<file path="config.mk">
export PLATFORM = sky130hd
export DESIGN_NAME = regfile_seq_ctrl
export DESIGN_NICKNAME = d
export VERILOG_FILES = /design/src/rtl/regfile_seq_ctrl.sv
export SDC_FILE = /design/constraint.sdc
export NUM_CORES = 1
export LEC_CHECK = 0
export CORE_MARGIN = 3
export CORE_UTILIZATION = 45
export CTS_BUF_LIST = sky130_fd_sc_hd__clkbuf_4 sky130_fd_sc_hd__clkbuf_8
export DETAILED_ROUTE_END_ITERATION = 12
export PLACE_DENSITY = 0.79
export SLEW_MARGIN = 20
export SYNTH_ARGS = -nofsm -noshare
export SYNTH_HDL_FRONTEND = slang
export SYNTH_SLANG_ARGS = --single-unit
</file>
<file path="constraint.sdc">
create_clock -name clk -period 1.95 [get_ports clk]
set_input_delay 0.585 -clock clk [delete_from_list [all_inputs] [get_ports clk]]
set_output_delay 0.585 -clock clk [all_outputs]
set_load 0.005 [all_outputs]
</file>
<file path="src/rtl/regfile_seq_ctrl.sv">
// regfile_seq_ctrl: decodes packed instructions into one-hot register-file
// read/write enables, ALU opcode and shift controls. Two-stage read (R) /
// write (W) pipeline with write-to-read forwarding flags and multi-cycle
// shift sequencing. All decoded outputs are registered; in_ready is
// combinational from the controller state.
module regfile_seq_ctrl #(
  parameter  int NREG = 4,
  localparam int AW   = $clog2(NREG),
  localparam int IW   = 3 + 2*AW
) (
  input  logic            clk,
  input  logic            rst,
  input  logic [IW-1:0]   in_instr,
  input  logic            in_valid,
  output logic            in_ready,
  output logic [NREG-1:0] ARdEn,
  output logic [NREG-1:0] BRdEn,
  output logic [NREG-1:0] WriteEn,
  output logic [NREG-1:0] FBEn,
  output logic [2:0]      alu_op,
  output logic            a_zero,
  output logic            shl,
  output logic            shr,
  output logic            fwd_a,
  output logic            fwd_b,
  output logic            busy
);

  localparam logic [2:0] OP_PASSB = 3'b101;
  localparam logic [2:0] OP_SHL   = 3'b110;
  localparam logic [2:0] OP_SHR   = 3'b111;

  typedef enum logic [1:0] {
    IDLE,
    RUN,
    SHIFT
  } state_t;

  state_t          state_q, state_d;
  logic [AW-1:0]   cnt_q, cnt_d;
  logic            r_valid_q, r_valid_d;
  logic [AW-1:0]   r_rd_q, r_rd_d;
  logic [NREG-1:0] ar_d, br_d, we_d;
  logic [2:0]      op_d;
  logic            az_d, shl_d, shr_d, fa_d, fb_d, busy_d;

  logic [2:0]      op_in;
  logic [AW-1:0]   rd_in;
  logic [AW-1:0]   ra_in;
  logic            accept;
  logic            is_shift;

  function automatic logic [NREG-1:0] onehot(input logic [AW-1:0] idx);
    logic [NREG-1:0] v;
    v      = '0;
    v[idx] = 1'b1;
    return v;
  endfunction

  assign op_in    = in_instr[IW-1 -: 3];
  assign rd_in    = in_instr[2*AW-1 -: AW];
  assign ra_in    = in_instr[AW-1:0];
  assign is_shift = (op_in == OP_SHL) || (op_in == OP_SHR);

  // Only a shift with iterations still to run blocks a new instruction.
  assign in_ready = !rst && !(state_q == SHIFT && cnt_q != '0);
  assign accept   = in_valid && in_ready;

  // The W stage always owns WriteEn; every other register holds its value.
  assign FBEn = ~WriteEn;

  // Next R-stage contents: a newly accepted instruction, the next shift
  // iteration, or nothing. The current R cycle moves into the W stage.
  always_comb begin
    state_d   = IDLE;
    cnt_d     = '0;
    r_valid_d = 1'b0;
    r_rd_d    = r_rd_q;
    ar_d      = '0;
    br_d      = '0;
    op_d      = '0;
    az_d      = 1'b0;
    shl_d     = 1'b0;
    shr_d     = 1'b0;
    fa_d      = 1'b0;
    fb_d      = 1'b0;
    we_d      = r_valid_q ? onehot(r_rd_q) : '0;

    if (accept) begin
      r_valid_d = 1'b1;
      r_rd_d    = rd_in;
      op_d      = op_in;
      br_d      = onehot(rd_in);
      fb_d      = r_valid_q && (rd_in == r_rd_q);
      if (is_shift) begin
        az_d = 1'b1;
        if (ra_in != '0) begin
          state_d = SHIFT;
          cnt_d   = ra_in - AW'(1);
          shl_d   = (op_in == OP_SHL);
          shr_d   = (op_in == OP_SHR);
        end else begin
          state_d = RUN;
        end
      end else begin
        state_d = RUN;
        ar_d    = onehot(ra_in);
        az_d    = (op_in == OP_PASSB);
        fa_d    = r_valid_q && (ra_in == r_rd_q);
      end
    end else if (state_q == SHIFT && cnt_q != '0) begin
      state_d   = SHIFT;
      cnt_d     = cnt_q - AW'(1);
      r_valid_d = 1'b1;
      r_rd_d    = r_rd_q;
      op_d      = alu_op;
      br_d      = BRdEn;
      az_d      = 1'b1;
      shl_d     = shl;
      shr_d     = shr;
      fb_d      = r_valid_q;
    end

    busy_d = r_valid_d || r_valid_q;
  end

  // State, pipeline bookkeeping and registered outputs; reset drops any
  // pending shift iterations and writes.
  always_ff @(posedge clk) begin
    if (rst) begin
      state_q   <= IDLE;
      cnt_q     <= '0;
      r_valid_q <= 1'b0;
      r_rd_q    <= '0;
      ARdEn     <= '0;
      BRdEn     <= '0;
      WriteEn   <= '0;
      alu_op    <= '0;
      a_zero    <= 1'b0;
      shl       <= 1'b0;
      shr       <= 1'b0;
      fwd_a     <= 1'b0;
      fwd_b     <= 1'b0;
      busy      <= 1'b0;
    end else begin
      state_q   <= state_d;
      cnt_q     <= cnt_d;
      r_valid_q <= r_valid_d;
      r_rd_q    <= r_rd_d;
      ARdEn     <= ar_d;
      BRdEn     <= br_d;
      WriteEn   <= we_d;
      alu_op    <= op_d;
      a_zero    <= az_d;
      shl       <= shl_d;
      shr       <= shr_d;
      fwd_a     <= fa_d;
      fwd_b     <= fb_d;
      busy      <= busy_d;
    end
  end

endmodule

</file>
=== Word-level counts from Yosys, hierarchy flattened ===
Index checks and enable logic that the tools add are counted.

* Bits in registers: 28
* Bits in latches: 0
* Bits in writable memories: 0
* Bits in read-only memories: 0
* Input bits: 10
* Output and inout port bits: 26
* Logic and storage cells: 79
* Memories kept: 0

* Add/subtract/negate cells: 2
* $mul: 0
* Divide/modulo/power cells: 0
* Magnitude comparators: 6
* Equality and inequality tests: 7
* Shift operators: 0
* Mux-type cells: 31
* Bitwise logic cells: 3
* Reductions and logical operators: 16

{| class="wikitable"
|+ Operators with widths
! operator !! number
|-
| two-way mux 1 bit || 16
|-
| two-way mux 2 bit || 8
|-
| equality test 3 bit, second input constant || 3
|-
| less-than comparator 2 x 3 -> 1 bit, second input constant || 3
|-
| logical AND 1 bit || 8
|-
| two-way mux 4 bit || 2
|-
| demux 1 bit (select 2 bit) || 3
|-
| >= comparator 2 x 1 -> 1 bit, second input constant || 3
|-
| two-way mux 3 bit || 2
|-
| equality test 2 bit || 2
|-
| inverter 4 bit || 1
|-
| nonzero test 2 bit || 2
|-
| subtractor 2 x 1 -> 2 bit, second input constant || 2
|-
| OR reduction 3 bit || 1
|-
| equality test 2 bit, second input constant || 1
|-
| logical NOT 1 bit || 2
|-
| logical OR 1 bit || 2
|-
| inequality test 2 bit, second input constant || 1
|-
| inverter 1 bit || 2
|-
| OR reduction 2 bit || 1
|}

=== Logic depth before layout (Yosys ltp) ===
* Depth in word-level cells: 7
* Depth in mapped cells: 7
* Depth with buffers taken out: 5

=== Least setup slack after synthesis ===
Ideal clock, no wire load.

* Path type: input port to output port
* Start point: input port rst
* End point: output port in_ready
* Arrival: 0.927 ns
* Required time: 1.365 ns
* Slack: 0.438 ns
* Stages: 2
* Path buffers: 1
* Path through: clkbuf_1 > nor2_1

* Longest elaborated chain between the ends: 2

{| class="wikitable"
|+ Ends and longest elaborated chain
! what !! RTL line !! RTL
|-
| start, declared || 12 || <nowiki>input logic rst,</nowiki>
|-
| logical NOT 1 bit || 66 || <nowiki>assign in_ready = !rst && !(state_q == SHIFT && cnt_q != '0);</nowiki>
|-
| logical AND 1 bit || 66 ||
|-
| end, declared || 15 || <nowiki>output logic in_ready,</nowiki>
|}

Every way passes these cells.

=== Worst setup path after layout ===
* Start point: register cnt_q[0]
* End point: output port in_ready

* Longest elaborated chain between the ends: 4

{| class="wikitable"
|+ Ends and longest elaborated chain
! what !! RTL line !! RTL
|-
| start, declared || 40 || <nowiki>logic [AW-1:0] cnt_q, cnt_d;</nowiki>
|-
| start signal, assigned || 147 || <nowiki>cnt_q <= cnt_d;</nowiki>
|-
| nonzero test 2 bit || 66 ||
|-
| logical AND 1 bit || 66 ||
|-
| logical NOT 1 bit || 66 ||
|-
| logical AND 1 bit || 66 ||
|}

Every way passes these cells.

==> results.cfg <==
[status]
status = finished, final reports clean

[worst_setup_path]
path_class = flop to output port
slowest_delay_ps = 350
path_max_fanout = 2
cp.required_ps = 1360
cp_slowest_cell = dfxtp_2
crit_path_end_kind = output port
cp-startpoint = cnt_q[0]$_SDFF_PP0_
crit_buf_inv = 2
arrival_ps = 1290
path_cells = inv_1 > ha_2 > nor3b_2 > nor2_2 > buf_2
cpLargestDelayFamily = flip-flops
crit_path_start_kind = flop
r2r_start = cnt_q[0]$_SDFF_PP0_

[routing]
wl_met3_um = 169
drc = 0
wl_met1_mm = 1.07
routedWlPerCell_um = 12.5
top_layer_used = met4
routed_wl_mm = 2.33
dr_wl_met2_mm = 1.05
num_vias = 957
ant_nets = 0
viasPerCell = 5.12
drt-initial-drc-count = 19
first_pass_iters = 4

[clock_tree]
numCtsBuffers = 3
cts.sinks = 28
cts_root_buffer = clkbuf_4
cts_tree = done
ctsHtreeMaxLevel = 1
path_clk_slew_ps = 140
cts.path.max_buffers = 2
clock_latency_ps = 320

[final_layout]
layout.cells.non_filler = 187
drive_gt1_share_pct = 13.8
fillCellCount = 174
nets = 172
syn_to_final_growth_pct = 45.5
postLayoutCellArea_mm2 = 0.00154
diodes = 0

[power_and_ir_drop]
p_leak_nw = 0.570
power.density_mw_per_mm2 = 647
peakVddDrop_mv = 0.400

[timing]
slew_headroom_pct = 80.8
period_share_pct = 96.1
drv_slew = 0
setup_viol = 0
rsz0062_at_grt = false
final_hold_viol_count = 0
fin_skew_ps = 3.07
worstMarginPinSlew_ps = 288
timing.fmax_ghz = 0.534
setup_tns_ps = 0
fin_crit_ps = 1870

[worst_hold_path]
hold_path_startpoint = BRdEn[1]$_SDFFE_PP0P_
hold_class = flop to flop

[floorplanning]
die-height_um = 54.4
io_pins = 36
die_w_um = 54.4
core_mm2 = 0.00208
dieArea_mm2 = 0.00296
initial_core_util_pct = 50.7
rows = 16

[synthesis]
ys_seq_area_share_pct = 53.1
yosysWarnings = 0
synth_cell_types = 28
netlist_instances = 117
syn_nets = 128
mappedNetlistArea_mm2 = 0.00106
ys_ff_latch = 28
synth.avg_cell_area_um2 = 9.03

[placed_design]
hpwl_mm = 1.71
portBuffers = 35
gp_congestion = 0.853
dp_cells = 183
placed_cell_area_mm2 = 0.00150

[global_routing]
overflow = 0
grtUsageTotal_pct = 17.6
grt_max_degree = 24
grt_pass1_vias = 887
antenna_found_initial = 0
grt_pass1_wl_mm = 3.76

[job]
drv_cap = 0
-- worst paths after layout --
kind	endpoint	slack, ps	depth (start not counted)
max	in_ready	80	5
min	BRdEn[1]$_SDFFE_PP0P_	470	2
max reg2reg	cnt_q[0]$_SDFF_PP0_	420	6
min reg2reg	BRdEn[1]$_SDFFE_PP0P_	470	2
-- cell usage in the layout (no fill, tap or decap), types with 4 or more instances in the layout --
master	count
a21oi_1	15
buf_4	13
clkdlybuf4s50_1	34
dfxtp_1	27
inv_1	7
nand2_1	12
nand3_1	6
nor3_1	4
xor2_1	4
-- report_power, final --
| group | switching, mW | internal, mW | total, mW |
|---|---|---|---|
| clock network | 0.158 | 0.114 | 0.273 |
| logic | 0.0512 | 0.0702 | 0.121 |
| registers | 0.0110 | 0.589 | 0.600 |
-- cells in the mapped netlist --
master | number | area, um2
ha_1 | 1 | 12.5
or4_1 | 2 | 15.0
nor3b_1 | 2 | 15.0
nor4_1 | 1 | 6.26
dfxtp_1 | 28 | 561
inv_1 | 7 | 26.3
nand4b_1 | 2 | 17.5
buf_2 | 4 | 20.0
o21ai_1 | 1 | 5.00
or3b_1 | 2 | 17.5
nand2b_1 | 2 | 12.5
nand4_1 | 2 | 12.5
o211ai_1 | 2 | 15.0
nand3_1 | 6 | 30.0
or3_1 | 3 | 18.8
and4b_1 | 1 | 10.0
nor3b_2 | 1 | 12.5
and3_1 | 1 | 6.26
nand2_1 | 12 | 45.0
clkbuf_1 | 4 | 15.0
a21oi_1 | 15 | 75.1
o2111ai_1 | 1 | 8.76
o21ai_0 | 2 | 10.0
buf_1 | 1 | 3.75
nor2_1 | 4 | 15.0
nor3_1 | 4 | 20.0
o31ai_1 | 2 | 15.0
xor2_1 | 4 | 35.0
-- sequential cells by signal (all words and copies together) (netlist names) --
signal and flops:
ARdEn 4, BRdEn 4, WriteEn 4, alu_op 3, cnt_q 2, r_rd_q 2
state_q 2, a_zero 1, busy 1, fwd_a 1, fwd_b 1, r_valid_q 1
shl 1, shr 1
-- metal layers --
| layer | global-route usage, % | up-vias |
|---|---|---|
| met5 | 0 | - |
| met4 | 10.4 | 0 |
| met3 | 3.81 | 4 |
| met2 | 26.3 | 44 |
| met1 | 23.0 | 422 |
| li1 | - | 487 |
-- timing repair --
action                                  in CTS  in global routing
hold buffers                                 0                  0
pin swaps                                    2                  1
endpoints found under the setup margin       1                  1
setup buffers                                0                  0
resized for setup                            7                  0
-- layout make-up --
cell class | count | area [um2] | area share [%]
flip-flops and latches | 28 | 562 | 36.6
clock buffers | 4 | 36.3 | 2.36
multi-input cells | 73 | 435 | 28.3
repair buffers | 48 | 443 | 28.8
well taps | 27 | 33.8 | 2.20
inverters | 7 | 26.3 | 1.71
-- worst reg2reg max path: stages (launching register included) --
cell and delay [ps]:
dfxtp_2 350, inv_1 40, ha_2 180, or3b_1 470, buf_4 220, nand4_1 110, o31ai_1 70
-- logic make-up (layout without fill, tap and decap cells) --
group | Yosys count | count (layout) | synth area share (%)
xor+xnor | 4 | 4 | 3.32
simple gates | 45 | 45 | 24.1
compound gates | 23 | 23 | 12.2
fa+ha+maj | 1 | 1 | 1.18
buf+inv | 16 | 59 | 6.16
flops | 28 | 28 | 53.1
-- stage by stage --
stage               utilization (%)  power [mW]  hold slack [ps]  setup WS, ps
floorplan                         -       0.656              448           438
global placement               72.0       0.731              444          -326
detailed placement             72.0       0.734              448          -304
CTS                            73.8       0.999              476          44.7
global route                   73.8        1.04              490          7.03
finish                         73.8       0.994              471          76.4
(Power assumes the default switching activity.)
